File: src/rtl/sync_fifo_param.sv
// sync_fifo_param: single-clock FWFT FIFO with occupancy count, level flags and sticky error flags
module sync_fifo_param #(
    parameter int DATA_W = 8,
    parameter int DEPTH  = 16,
    parameter int AF_LVL = 12,
    parameter int AE_LVL = 2
) (
    input  logic                       clk,
    input  logic                       reset,
    input  logic                       flush,
    input  logic [DATA_W-1:0]          wdata,
    input  logic                       wr_en,
    output logic                       full,
    output logic                       almost_full,
    output logic [DATA_W-1:0]          rdata,
    input  logic                       rd_en,
    output logic                       empty,
    output logic                       almost_empty,
    output logic [$clog2(DEPTH):0]     count,
    output logic                       overflow,
    output logic                       underflow
);
    localparam int AW = $clog2(DEPTH);
    localparam logic [AW:0] AF_C = (AW+1)'(AF_LVL);
    localparam logic [AW:0] AE_C = (AW+1)'(AE_LVL);

    logic [DATA_W-1:0] mem_q [DEPTH];
    logic [AW:0]       wr_ptr_q, wr_ptr_d, rd_ptr_q, rd_ptr_d;
    logic              overflow_q, overflow_d, underflow_q, underflow_d;
    logic              wr_acc, rd_acc;

    assign count        = wr_ptr_q - rd_ptr_q;
    assign empty        = wr_ptr_q == rd_ptr_q;
    assign full         = (wr_ptr_q[AW-1:0] == rd_ptr_q[AW-1:0]) && (wr_ptr_q[AW] != rd_ptr_q[AW]);
    assign almost_full  = count >= AF_C;
    assign almost_empty = count <= AE_C;
    assign rdata        = mem_q[rd_ptr_q[AW-1:0]];
    assign overflow     = overflow_q;
    assign underflow    = underflow_q;
    assign wr_acc       = wr_en & (~full | rd_en);
    assign rd_acc       = rd_en & ~empty;

    // Next-state: flush wins over any request; a push into a full FIFO reuses the slot being popped
    always_comb begin
        wr_ptr_d    = wr_ptr_q;
        rd_ptr_d    = rd_ptr_q;
        overflow_d  = overflow_q;
        underflow_d = underflow_q;
        if (flush) begin
            wr_ptr_d    = '0;
            rd_ptr_d    = '0;
            overflow_d  = 1'b0;
            underflow_d = 1'b0;
        end else begin
            wr_ptr_d    = wr_acc ? wr_ptr_q + 1'b1 : wr_ptr_q;
            rd_ptr_d    = rd_acc ? rd_ptr_q + 1'b1 : rd_ptr_q;
            overflow_d  = overflow_q | (wr_en & full & ~rd_en);
            underflow_d = underflow_q | (rd_en & empty);
        end
    end

    // Pointer and error-flag registers, cleared asynchronously
    always_ff @(posedge clk or posedge reset) begin
        if (reset) begin
            wr_ptr_q    <= '0;
            rd_ptr_q    <= '0;
            overflow_q  <= 1'b0;
            underflow_q <= 1'b0;
        end else begin
            wr_ptr_q    <= wr_ptr_d;
            rd_ptr_q    <= rd_ptr_d;
            overflow_q  <= overflow_d;
            underflow_q <= underflow_d;
        end
    end

    // Storage array; contents survive reset and flush
    always_ff @(posedge clk) begin
        if (wr_acc && !flush && !reset) mem_q[wr_ptr_q[AW-1:0]] <= wdata;
    end
endmodule

File: config.mk
export PLATFORM = sky130hd
export DESIGN_NAME = sync_fifo_param
export DESIGN_NICKNAME = d
export VERILOG_FILES = /design/src/rtl/sync_fifo_param.sv
export SDC_FILE = /design/constraint.sdc
export NUM_CORES = 1
export LEC_CHECK = 0
export CORE_MARGIN = 2
export CORE_UTILIZATION = 59
export DETAILED_ROUTE_END_ITERATION = 16
export PLACE_DENSITY_LB_ADDON = 0.05
export SLEW_MARGIN = 10
export SYNTH_ARGS = -nofsm -noshare
export SYNTH_HDL_FRONTEND = slang
export SYNTH_SLANG_ARGS = --single-unit
File: constraint.sdc
create_clock -name clk -period 4.2 [get_ports clk]
set_clock_uncertainty 0.2 [all_clocks]
set_input_delay 0.42 -clock clk [delete_from_list [all_inputs] [get_ports clk]]
set_output_delay 0.42 -clock clk [all_outputs]
set_load 0.02 [all_outputs]
# Word-level counts from Yosys, hierarchy flattened
# Memories as Yosys holds them, arrays and structs flattened.
# Cells that the tools add are included.
# word_totals
regBits,12
latchBits,0
ram_bits,128
mem_bits_ro,0
input_bits,13
output_inout_bits,19
wordCells,39
mem_count,1
# classes
addsub,3
multipliers,0
div_mod_pow,0
n_lt_le_gt_ge,2
eq_ne,3
n_shift,0
n_mux,8
n_bitwise,11
reduce_logical,7
# memory_table
name,words,width,rd,rd_ports_with_merged_regs,wr,line_no,rtl
mem_q,16,8,1,0,1,27,logic [DATA_W-1:0] mem_q [DEPTH];
# ops
cell,count
$mux 5,4
$add 5x1->5 const B,2
$and 1x1->1,5
$eq 5x5->1,1
$ge 5x4->1 const B,1
$le 5x2->1 const B,1
$sub 5x5->5,1
$eq 4x4->1,1
$mux 1,4
$reduce_bool 2->1,2
$logic_and 1x1->1,3
$not 1->1,3
$or 1x1->1,3
$logic_not 1->1,2
$ne 1x1->1,1

# Depth between registers and ports, before layout
# logic_depth
ltp_word,9
mapped_depth,9
depth_no_buf,8

# Worst setup path after synthesis
# No wires, ideal clock.
# synth_timing
path_type,register -> output
from,reg rd_ptr_q[1]
to,out almost_empty
arrival_ns,2.980
required_time_ns,3.580
setup_slack_ns,0.600
path_stages_with_launch,9
path_buffers,2
cell_sequence,dfrtp_1 > buf_2 > buf_1 > inv_1 > fa_1 > a21o_1 > a21oi_1 > xnor2_1 > a2111oi_0
# synth_via
elab_chain_len,2
# synth_rtl
element,line_no,rtl
start: declaration,28,"logic [AW:0] wr_ptr_q, wr_ptr_d, rd_ptr_q, rd_ptr_d;"
start signal: assignment,71,rd_ptr_q <= rd_ptr_d;
$sub 5x5->5,32,assign count = wr_ptr_q - rd_ptr_q;
named net count[4],19,"output logic [$clog2(DEPTH):0] count,"
$le 5x2->1,36,assign almost_empty = count <= AE_C;
end: declaration,18,"output logic almost_empty,"
# The timed path passes the listed nets, and every way through them passes these cells.

# Final worst setup path
# layout_timing
from,reg rd_ptr_q[0]
to,out almost_empty
# layout_via
elab_chain_len,2
# layout_rtl
element,line_no
$sub 5x5->5,32
$le 5x2->1,36
# Every way passes these cells.

==> run metrics <==
vias 3059; DR DRC count 0; largest net degree at the start of global routing 36; drt via density about 6; CP required 3.58 ns; Distinct cells, synth 35; maximum vdd drop 330.6 µV; vias in the first global route around 3000; die area 0.01058 mm²; cts hold-fix bufs 0; clk slew on worst S/H paths 0.06 ns; drt total wl roughly 12 mm; sequential share of the synthesized area 0.7186; Worst Path Arrival 3.31 ns; RePlAce Congestion 0.7516; Post-synth EDFFs 128; Yosys reg bits 140; antenna viol nets, final 0; met3 usage 0.05627; Nets between 300 and 400; ys async rst share 0.08571; clk sinks 140; largest buffer count on any clock path 2; Resized cells post-CTS 0; max_cap viols 0; fin crit period 3.927 ns; Die Width 102.9 µm; Top Ports 32; status completed; layout cell share with drive strength beyond 1 0.2732; CP cell instances ha_1 -> inv_1 -> fa_1 -> a21o_1 -> a21oi_1 -> xnor2_1 -> a2111oi_0 -> clkdlybuf4s50_1; Cells after Synth 309; core area 0.009639 mm²; slowest stage delay, CP ~0.7 ns; Synth top area share 0.6665; FP Rows 36; buffers added on ports 31; Inserted Clock Buffers 17; Initial Util 0.5983; CTS root buffer clkbuf_8; Layout area overhead 21.44%; top_reg_cell synth edfxtp_1; CP Max Fanout 11; Slew Limit Headroom 0.2222; FILL cells 625; fin crit share 0.9351; Power per Cell Area 508.0 mW/mm²; largest cells by area after synthesis edfxtp_1 (67%), mux4_2 (12%), dfrtp_1 (5.2%); critical path class flop to primary output; CP Launch Type flop; post-CTS setup buffer count 0; routed len/inst 22.81 µm; GRT met1 Usage 0.3212; total gr overflow 0; Tot GR Track Use 0.2404; CP max-delay cell clkdlybuf4s50_1; Post-Syn Nets 332; RSZ-0062 raised after global routing no; worst slew pin tran 1.167 ns; # diodes 0; gr busiest metal met2; warnings from Yosys 0; FF+latch area around 0.0041 mm²; mapped cell area 0.005767 mm²; post-synth top area cell edfxtp_1; starting DRC count in detailed routing 257; antenna violations before repair 0; Finish-stage setup viols 0; Final Hold Fails 0; H-tree Lvls 4; P_leak 2.282 nW; setup TNS 0 ns; detailed-placement wirelength estimate 7.188 mm; met2 Resource Use GR 0.3952; multi-input logic area 0.001614 mm²; Pins Over Slew Limit 0; Crit. End Element primary output; CTS tree built; placed instance area 0.006425 mm²; final instance area 0.007003 mm²; Die Y 102.9 µm; final hold slack around 0.3 ns; first-pass GRT wire length 17.42 mm; fmax between 200 and 300 MHz; clock latency on the worst-skew pair approximately 0.51 ns; Tightest Hold Check Type flop to flop; syn_area_per_cell between 15 and 20 µm²; DR pass1 iterations 4
-- final timing paths --
kind | start | end | slack, ns | depth (start not counted)
worst min-delay path | overflow | overflow | 0.30 | 2
max in group asynchronous | reset | rd_ptr_q[0] | 2.68 | 2
worst max register to register | rd_ptr_q[2] | mem_q[14][2] | 1.25 | 6
worst min register to register | overflow | overflow | 0.30 | 2
worst max-delay path | rd_ptr_q[0] | almost_empty | 0.27 | 8
min in group asynchronous | reset | rd_ptr_q[4] | 0.74 | 2
-- routing by layer --
metal,vias to the layer above,part of all wire,wire [µm]
met5,-,0,0
met3,15,0.059,691
li1,1369,-,-
met2,100,0.52,6070
met1,1575,0.41,4721
met4,0,0.013,148
-- stage by stage --
stage	util	worst slack (ns)	total power, W	instances
6_report	0.7265	0.2726	0.003558	510
5_1_grt	0.7265	0.03529	0.003687	510
4_1_cts	0.7265	0.2097	0.003591	510
3_5_place_dp	0.6665	0.7778	0.002162	478
3_3_place_gp	0.6665	0.8988	0.002150	478
2_1_floorplan	-	0.5995	0.001959	309
-- cell families (layout without fill, tap and decap cells) --
logic type | after synthesis | in the layout | share of synthesized area
XOR/XNOR | 8 | 8 | 0.01345
AO/OA/AOI/OAI | 35 | 35 | 0.04274
adder cells (fa/ha/maj) | 10 | 10 | 0.02300
flip-flops | 140 | 140 | 0.7186
AND/OR/NAND/NOR | 58 | 58 | 0.05294
buffers and inverters | 23 | 91 | 0.01887
multiplexers | 35 | 35 | 0.1304
-- placed cells by master (no fill, tap or decap), types with 2 or more instances in the layout --
cell type	netlist	layout
edfxtp_1	128	128
mux4_2	32	32
clkdlybuf4s50_1	0	31
buf_4	3	18
a22oi_1	16	16
nor4_2	0	16
clkbuf_16	0	16
nor2_1	13	13
dfrtp_1	12	11
nand2_1	10	10
inv_1	9	9
ha_1	9	9
a21oi_1	8	8
nand2b_1	6	6
o21ai_0	5	5
clkinv_4	0	5
xor2_1	4	4
or3_1	4	4
nand3_1	3	3
xnor2_1	3	3
inv_6	0	3
mux2i_1	2	2
a21o_1	2	2
nor3_1	2	2
clkinv_1	0	2
clkinvlp_4	0	2
bufinv_16	0	2
-- report_power, final --
group          internal, W  total, W  switching (W)
logic             0.000284  0.000570       0.000286
clock network     0.000853   0.00143       0.000575
registers          0.00153   0.00156      0.0000251
-- worst max-delay path: cells and delay by family, from the launching register on --
family / cells / cell delay, ns
buffers and inverters: 2 / 0.74
XOR/XNOR: 1 / 0.11
flip-flops: 1 / 0.62
AO/OA/AOI/OAI: 3 / 0.68
adder cells (fa/ha/maj): 2 / 0.65
-- cell usage after synthesis (all sizes together) (8+ instances only) --
cell type,n
edfxtp,128
mux4,32
a22oi,16
nor4,16
nor2,13
dfrtp,12
nand2,10
ha,9
inv,9
a21oi,8
buf,8
-- final cells by class --
| class | instances | share of cell area |
|---|---|---|
| Clock inverter | 15 | 0.02341 |
| Multi-Input combinational cell | 146 | 0.2305 |
| Tap cell | 133 | 0.02376 |
| Inverter | 9 | 0.004824 |
| Sequential cell | 140 | 0.5919 |
| Clock buffer | 17 | 0.05914 |
| Timing Repair Buffer | 50 | 0.06646 |
-- state kept, by name (all words and copies together) (netlist names) --
signal and cells:
wr_ptr_q 5, mem_q 128, rd_ptr_q 5, overflow 1, underflow 1
No activity file was read; power rests on OpenSTA's default activity.
